## config.mk

```make
export PLATFORM = sky130hd
export DESIGN_NAME = multicycle_main_fsm
export DESIGN_NICKNAME = d
export VERILOG_FILES = /design/src/rtl/riscv_ctrl_pkg.sv /design/src/rtl/multicycle_main_fsm.sv
export SDC_FILE = /design/constraint.sdc
export NUM_CORES = 1
export LEC_CHECK = 0
export CORE_AREA = 2 2 47 49
export CTS_CLUSTER_DIAMETER = 100
export DETAILED_ROUTE_END_ITERATION = 10
export DIE_AREA = 0 0 49 51
export PLACE_DENSITY = 0.7
export SETUP_SLACK_MARGIN = 0.4
export SLEW_MARGIN = 20
export SYNTH_ARGS = -nofsm -noshare
export SYNTH_HDL_FRONTEND = slang
export SYNTH_SLANG_ARGS = --single-unit
```

## constraint.sdc

```tcl
create_clock -name clk -period 2.7 [get_ports clk]
set_input_delay 0.81 -clock clk [delete_from_list [all_inputs] [get_ports clk]]
set_output_delay 0.81 -clock clk [all_outputs]
set_load 0.02 [all_outputs]
```

## src/rtl/riscv_ctrl_pkg.sv

```systemverilog
// rtl/riscv_ctrl_pkg.sv - opcodes, control state enum and mux select encodings
// Shared by the multicycle main FSM, the datapath and the ALU decoder.
package riscv_ctrl_pkg;

  localparam logic [6:0] OP_LOAD   = 7'b0000011;
  localparam logic [6:0] OP_STORE  = 7'b0100011;
  localparam logic [6:0] OP_RTYPE  = 7'b0110011;
  localparam logic [6:0] OP_ITYPE  = 7'b0010011;
  localparam logic [6:0] OP_BRANCH = 7'b1100011;
  localparam logic [6:0] OP_JAL    = 7'b1101111;
  localparam logic [6:0] OP_JALR   = 7'b1100111;
  localparam logic [6:0] OP_LUI    = 7'b0110111;
  localparam logic [6:0] OP_AUIPC  = 7'b0010111;

  typedef enum logic [3:0] {
    FETCH    = 4'd0,
    DECODE   = 4'd1,
    MEMADR   = 4'd2,
    MEMREAD  = 4'd3,
    MEMWB    = 4'd4,
    MEMWRITE = 4'd5,
    EXECR    = 4'd6,
    EXECI    = 4'd7,
    ALUWB    = 4'd8,
    BEQ      = 4'd9,
    JAL      = 4'd10,
    JALR     = 4'd11,
    JALRPC   = 4'd12,
    UPPER    = 4'd13,
    ILLEGAL  = 4'd14
  } ctrlState_e;

  localparam logic [1:0] RES_ALUOUT    = 2'b00;
  localparam logic [1:0] RES_DATA      = 2'b01;
  localparam logic [1:0] RES_ALURESULT = 2'b10;
  localparam logic [1:0] RES_PC        = 2'b11;

  localparam logic [1:0] SRCA_PC    = 2'b00;
  localparam logic [1:0] SRCA_OLDPC = 2'b01;
  localparam logic [1:0] SRCA_RS1   = 2'b10;
  localparam logic [1:0] SRCA_ZERO  = 2'b11;

  localparam logic [1:0] SRCB_RS2  = 2'b00;
  localparam logic [1:0] SRCB_IMM  = 2'b01;
  localparam logic [1:0] SRCB_FOUR = 2'b10;

  localparam logic [1:0] ALUOP_ADD   = 2'b00;
  localparam logic [1:0] ALUOP_SUB   = 2'b01;
  localparam logic [1:0] ALUOP_FUNCT = 2'b10;

  localparam logic [2:0] IMM_I = 3'b000;
  localparam logic [2:0] IMM_S = 3'b001;
  localparam logic [2:0] IMM_B = 3'b010;
  localparam logic [2:0] IMM_J = 3'b011;
  localparam logic [2:0] IMM_U = 3'b100;

  // R-type has no immediate; it falls through to the I encoding.
  function automatic logic [2:0] immSrcFor(input logic [6:0] op);
    case (op)
      OP_STORE:         immSrcFor = IMM_S;
      OP_BRANCH:        immSrcFor = IMM_B;
      OP_JAL:           immSrcFor = IMM_J;
      OP_LUI, OP_AUIPC: immSrcFor = IMM_U;
      default:          immSrcFor = IMM_I;
    endcase
  endfunction

endpackage

```

## src/rtl/multicycle_main_fsm.sv

```systemverilog
// rtl/multicycle_main_fsm.sv - Moore control FSM for the multicycle RV32I datapath
// Handshake states (FETCH, MEMREAD, MEMWRITE) stall until memory signals ready.
module multicycle_main_fsm
  import riscv_ctrl_pkg::*;
#(
  parameter bit ENABLE_UPPER  = 1'b1,
  parameter bit ENABLE_JALR   = 1'b1,
  parameter bit TRAP_ILLEGAL  = 1'b1,
  parameter bit MEM_HANDSHAKE = 1'b1
) (
  input  logic       clk,
  input  logic       reset,
  input  logic [6:0] op,
  input  logic       zero,
  input  logic       mem_ready,
  output logic       mem_req,
  output logic       PCWrite,
  output logic       AdrSrc,
  output logic       MemWrite,
  output logic       IRWrite,
  output logic [1:0] ResultSrc,
  output logic [1:0] ALUSrcA,
  output logic [1:0] ALUSrcB,
  output logic [1:0] ALUOp,
  output logic [2:0] ImmSrc,
  output logic       RegWrite,
  output logic       illegal
);

  ctrlState_e state, stateNext, illegalNext;
  logic       ready;
  logic       pcUpdate;
  logic       branch;

  assign ready       = MEM_HANDSHAKE ? mem_ready : 1'b1;
  assign illegalNext = TRAP_ILLEGAL ? ILLEGAL : FETCH;
  assign ImmSrc      = immSrcFor(op);

  always_ff @(posedge clk or negedge reset) begin
    if (!reset) state <= FETCH;
    else        state <= stateNext;
  end

  always_comb begin
    stateNext = state;
    mem_req   = 1'b0;
    pcUpdate  = 1'b0;
    branch    = 1'b0;
    AdrSrc    = 1'b0;
    MemWrite  = 1'b0;
    IRWrite   = 1'b0;
    ResultSrc = RES_ALUOUT;
    ALUSrcA   = SRCA_PC;
    ALUSrcB   = SRCB_RS2;
    ALUOp     = ALUOP_ADD;
    RegWrite  = 1'b0;
    illegal   = 1'b0;

    case (state)
      FETCH: begin
        mem_req   = 1'b1;
        ALUSrcA   = SRCA_PC;
        ALUSrcB   = SRCB_FOUR;
        ResultSrc = RES_ALURESULT;
        IRWrite   = ready;
        pcUpdate  = ready;
        if (ready) stateNext = DECODE;
      end
      DECODE: begin
        // Branch target OldPC+imm is parked in ALUOut for BEQ.
        ALUSrcA = SRCA_OLDPC;
        ALUSrcB = SRCB_IMM;
        case (op)
          OP_LOAD, OP_STORE: stateNext = MEMADR;
          OP_RTYPE:          stateNext = EXECR;
          OP_ITYPE:          stateNext = EXECI;
          OP_BRANCH:         stateNext = BEQ;
          OP_JAL:            stateNext = JAL;
          OP_JALR:           stateNext = ENABLE_JALR ? JALR : illegalNext;
          OP_LUI, OP_AUIPC:  stateNext = ENABLE_UPPER ? UPPER : illegalNext;
          default:           stateNext = illegalNext;
        endcase
      end
      MEMADR: begin
        ALUSrcA   = SRCA_RS1;
        ALUSrcB   = SRCB_IMM;
        stateNext = (op == OP_STORE) ? MEMWRITE : MEMREAD;
      end
      MEMREAD: begin
        mem_req = 1'b1;
        AdrSrc  = 1'b1;
        if (ready) stateNext = MEMWB;
      end
      MEMWB: begin
        ResultSrc = RES_DATA;
        RegWrite  = 1'b1;
        stateNext = FETCH;
      end
      MEMWRITE: begin
        mem_req  = 1'b1;
        AdrSrc   = 1'b1;
        MemWrite = ready;
        if (ready) stateNext = FETCH;
      end
      EXECR: begin
        ALUSrcA   = SRCA_RS1;
        ALUSrcB   = SRCB_RS2;
        ALUOp     = ALUOP_FUNCT;
        stateNext = ALUWB;
      end
      EXECI: begin
        ALUSrcA   = SRCA_RS1;
        ALUSrcB   = SRCB_IMM;
        ALUOp     = ALUOP_FUNCT;
        stateNext = ALUWB;
      end
      ALUWB: begin
        RegWrite  = 1'b1;
        stateNext = FETCH;
      end
      BEQ: begin
        ALUSrcA   = SRCA_RS1;
        ALUSrcB   = SRCB_RS2;
        ALUOp     = ALUOP_SUB;
        branch    = 1'b1;
        stateNext = FETCH;
      end
      JAL: begin
        // PC takes the DECODE target while OldPC+4 heads to ALUOut for rd.
        ALUSrcA   = SRCA_OLDPC;
        ALUSrcB   = SRCB_FOUR;
        pcUpdate  = 1'b1;
        stateNext = ALUWB;
      end
      JALR: begin
        ALUSrcA   = SRCA_RS1;
        ALUSrcB   = SRCB_IMM;
        ResultSrc = RES_PC;
        RegWrite  = 1'b1;
        stateNext = JALRPC;
      end
      JALRPC: begin
        pcUpdate  = 1'b1;
        stateNext = FETCH;
      end
      UPPER: begin
        ALUSrcA   = op[5] ? SRCA_ZERO : SRCA_OLDPC;
        ALUSrcB   = SRCB_IMM;
        stateNext = ALUWB;
      end
      ILLEGAL: begin
        illegal   = 1'b1;
        stateNext = ILLEGAL;
      end
      default: stateNext = FETCH;
    endcase

    PCWrite = pcUpdate | (branch & zero);
  end

endmodule
```

# After elaboration in Yosys (flattened, before gate mapping)

Cells that the tools add are included.

Bitwise operators: 2
Eq/ne operators: 26
Mux-type cells: 20
Reduce and logical (&&, ||, !) cells: 14

Operators by type and width:

| operator                                      | number |
|---|---|
| case mux 4 bit (8 select lines)               | 1 |
| == test 4 bit, second input constant          | 7 |
| case mux 4 bit (7 select lines)               | 1 |
| == test 7 x 6 -> 1 bit, second input constant | 3 |
| == test 7 bit, second input constant          | 3 |
| == test 4 x 3 -> 1 bit, second input constant | 4 |
| == test 7 x 5 -> 1 bit, second input constant | 2 |
| OR reduction 2 bit                            | 7 |
| 2-to-1 mux 4 bit                              | 3 |
| case mux 2 bit (3 select lines)               | 2 |
| case mux 3 bit (4 select lines)               | 1 |
| OR reduction 5 bit                            | 2 |
| == test 4 x 2 -> 1 bit, second input constant | 2 |
| case mux 2 bit (2 select lines)               | 2 |
| == test 7 x 2 -> 1 bit, second input constant | 1 |
| 2-to-1 mux 1 bit                              | 7 |
| != test 2 bit, second input constant          | 3 |
| OR reduction 3 bit                            | 2 |
| == test 4 x 1 -> 1 bit, second input constant | 1 |
| zero test 4 bit                               | 1 |
| OR reduction 4 bit                            | 1 |
| 2-to-1 mux 3 bit                              | 1 |
| AND reduction 3 bit                           | 1 |
| 2-to-1 mux 2 bit                              | 1 |
| 3 further kinds                               | 3 |

Bits of input ports: 11
Word-level logic and storage cells: 63
Flip-flop bits (word level): 4
Output and inout port bits: 18

# Longest topological paths before layout

Word-level depth: 4
Depth in mapped cells: 5
Mapped depth without buffers: 4

# Least setup slack after synthesis

No wires, ideal clock.

Kind: input to output
From: in op[2]
To: out ImmSrc[0]
Arrival time: 1.782 ns
Setup slack: 0.108 ns
Stages on the path: 3
Path buffers: 1
Data required time: 1.890 ns
Path through: buf_6 or3_4 a2111oi_4

Cells in the longest elaborated chain, start to end: 3
Elaborated cells on any way between the ends: 7
Those cells by class: 5 x eq/ne; 1 x mux; 1 x reduce/logical

RTL lines:

| what                                                                    | line                      | text |
|---|---|---|
| start, declared                                                         | multicycle_main_fsm.sv:13 | `input logic [6:0] op,` |
| == test 7 x 6 -> 1 bit / == test 7 x 5 -> 1 bit (equally long branches) | riscv_ctrl_pkg.sv:59      | `case (op)` |
| OR reduction 2 bit                                                      | riscv_ctrl_pkg.sv:59      |  |
| case mux 3 bit (4 select lines) (*)                                     | riscv_ctrl_pkg.sv:59      |  |
| end, declared                                                           | multicycle_main_fsm.sv:25 | `output logic [2:0] ImmSrc,` |

Mark *: on every way between the ends. The rest lies on a longest branch, timed or not.

# Worst setup path after layout

From: in op[3]
To: out ImmSrc[0]

Same word-level chain as after synthesis.

==> out/results.ini <==
[outcome]
status=complete, no violations

[global_routing]
use_met2=0.450
grt_pass1_wl_mm=4.05
grtUsageMet3=0.0322
grt_pass1_vias=954
grt_usage=0.210
busiest_layer=met2
grtUsageMet1=0.187
grt-ovfl-total=0
antenna_found_initial=0
grt_max_degree=18

[synthesis]
synth_cells=103
netlist_area_um2=743
yosysSeqAreaShare=0.135
synth_nets=114
synth_cell_types=41
synth-edff-count=0
synth-async-reset-ratio=1.00
synth_ff_type=dfrtp_1
avgSynthCellArea_um2=7.22
yosys_warnings=0
synth_seq_cells=4

[power]
power_mw=1.30
ir_worst_vdd_mv=0.464
p_per_area_mw_per_mm2=891
p_leak_nw=0.675

[final_layout]
fill_cells=180
top_regs=state: 4 flops
largest_reg_flops=4
syn_to_final_growth_pct=96.6
layout_common_cells=buf_4 (38), buf_6 (11), nor2_1 (9), buf_2 (8)
multi_input_area_um2=683
largest_register=state
seq_area_um2=104
num_antenna_cells=0
drive_gt1_frac=0.595
final_common_cell=buf_4
fin_nets=181

[critical_path]
reg2reg_setup_slack_ns=1.22
regToRegStartpoint=state[3]$_DFFE_PN0P_
critPathKind=input pin to primary output
cpPeakStageDelay_ns=0.39
crit_chain=buf_6 -> or3_4 -> a2111oi_4 -> buf_4
r2r_end=state[1]$_DFFE_PN0P_
end_kind=primary output
worstSetupStartpointType=input pin
slowest_stage=or3_4
critical_path_peak_fanout=2
required_ns=1.89
rr_worst_depth=6
cp_data_arrival_time_ns=1.78

[die]
ioPinCount=29
row_count=17
dieArea_mm2=0.00250
initial_core_util=0.360
dieHeight_um=51
fp.dieW_um=49
core-area_mm2=0.00206

[hold_path]
hold_class=input pin to async pin

[sta]
relSlewSlack=0.811
worstMarginPinSlew_ns=0.281
skew_ns=0.00388
finalCritPeriodShare=0.958
period_needed_ns=2.59
tns_ns=0
timing.final.setup_violations=0
whs_ns=0.769
hold_viol_final=0
finalWorstSetupSlack_ns=0.113
fmax_mhz=386
drv_slew=0
rsz0062_at_grt=true

[clocking]
cts_tree=built
insertion_delay_ns=0.23
cts_buffers=3
cts_buffer_depth=2
cts_sinks=4
cts_root_buf=clkbuf_4
clkTransAtPathRegs_ns=0.04
ctsHoldBuffers=0
htree_num_levels=1

[placed_design]
port_buffers=28
dp_hpwl_mm=1.65
gp_congestion=0.844
dpl_worst_slack_ns=-0.711

[detailed_routing]
drtIter0Drc=16
vias_per_cell=5.25
drc_errors=0
drtAntennaViolNets=0
wl_per_cell_um=14.2
firstDrtPassIters=4
via_count=1029
wirelength_mm=2.78

[run]
drv_cap=0

## layout make-up
cell class,count,share of cell area
clock buffer,3,0.0154
tap,28,0.0240
sequential,4,0.0711
inverter,2,0.00685
timing repair buffer,72,0.415
multi-input combinational,87,0.467
## where the power goes
group	total [mW]	internal (mW)	switching [mW]	leakage, nW
logic	1.08	0.548	0.535	0.613
registers	0.146	0.0870	0.0590	0.0476
clock network	0.0739	0.0497	0.0242	0.0138
## layer usage
| layer | up-vias | part of all wire |
|---|---|---|
| li1 | 503 | - |
| met1 | 491 | 0.38 |
| met2 | 33 | 0.58 |
| met3 | 2 | 0.034 |
| met4 | 0 | 0.0054 |
| met5 | - | 0 |
## stage by stage
stage | area, um2 | cells | util
after detailed placement | 1150 | 170 | 0.560
final | 1460 | 196 | 0.708
after floorplan | 743 | 103 | -
after global placement | 1150 | 170 | 0.560
after global routing | 1460 | 196 | 0.708
after CTS | 1300 | 186 | 0.628
## worst max-delay path by stage
| stage | startpoint | endpoint | slack [ns] | cells past startpoint |
|---|---|---|---|---|
| final | op[3] | ImmSrc[0] | 0.11 | 4 |
| after global routing | op[3] | ImmSrc[0] | 0.09 | 4 |
| after CTS | op[2] | ImmSrc[0] | 0.05 | 4 |
| after detailed placement | op[2] | ImmSrc[0] | -0.71 | 4 |
| after global placement | op[2] | ImmSrc[0] | -0.67 | 4 |
| after floorplan | op[2] | ImmSrc[0] | 0.16 | 3 |
## repair_timing
item | CTS | global route
buffers inserted | 13 | 9
setup endpoints to repair | 18 | 15
resized for setup | 124 | 29
cloned | 0 | 1
hold endpoints to repair | 0 | 0
pin swaps | 9 | 8
## Yosys cell counts, types with 3 or more instances
cell	n	area (um2)
a21oi_1	7	35.0
buf_2	7	35.0
dfrtp_1	4	100
nand2_1	7	26.3
nand2b_1	7	43.8
nand3_1	3	15.0
nor2_1	11	41.3
nor2b_1	8	50.1
o21ai_0	7	35.0
## critical path: cells and delay by family
kind | cells | cell delay [ns]
buf+inv | 2 | 0.28
simple gates | 1 | 0.39
compound gates | 1 | 0.29
## cell families (layout without fill, tap and decap cells)
family / Yosys count / in the layout / share of synthesized area
AOI/OAI and AO/OA: 32 / 32 / 0.315
xor gates and xnor gates: 3 / 3 / 0.0354
buffers and inverters: 12 / 77 / 0.0926
DFF: 4 / 4 / 0.135
muxes: 1 / 1 / 0.0135
and+or+nand+nor: 51 / 51 / 0.409
No activity file was read; power rests on OpenSTA's default activity.
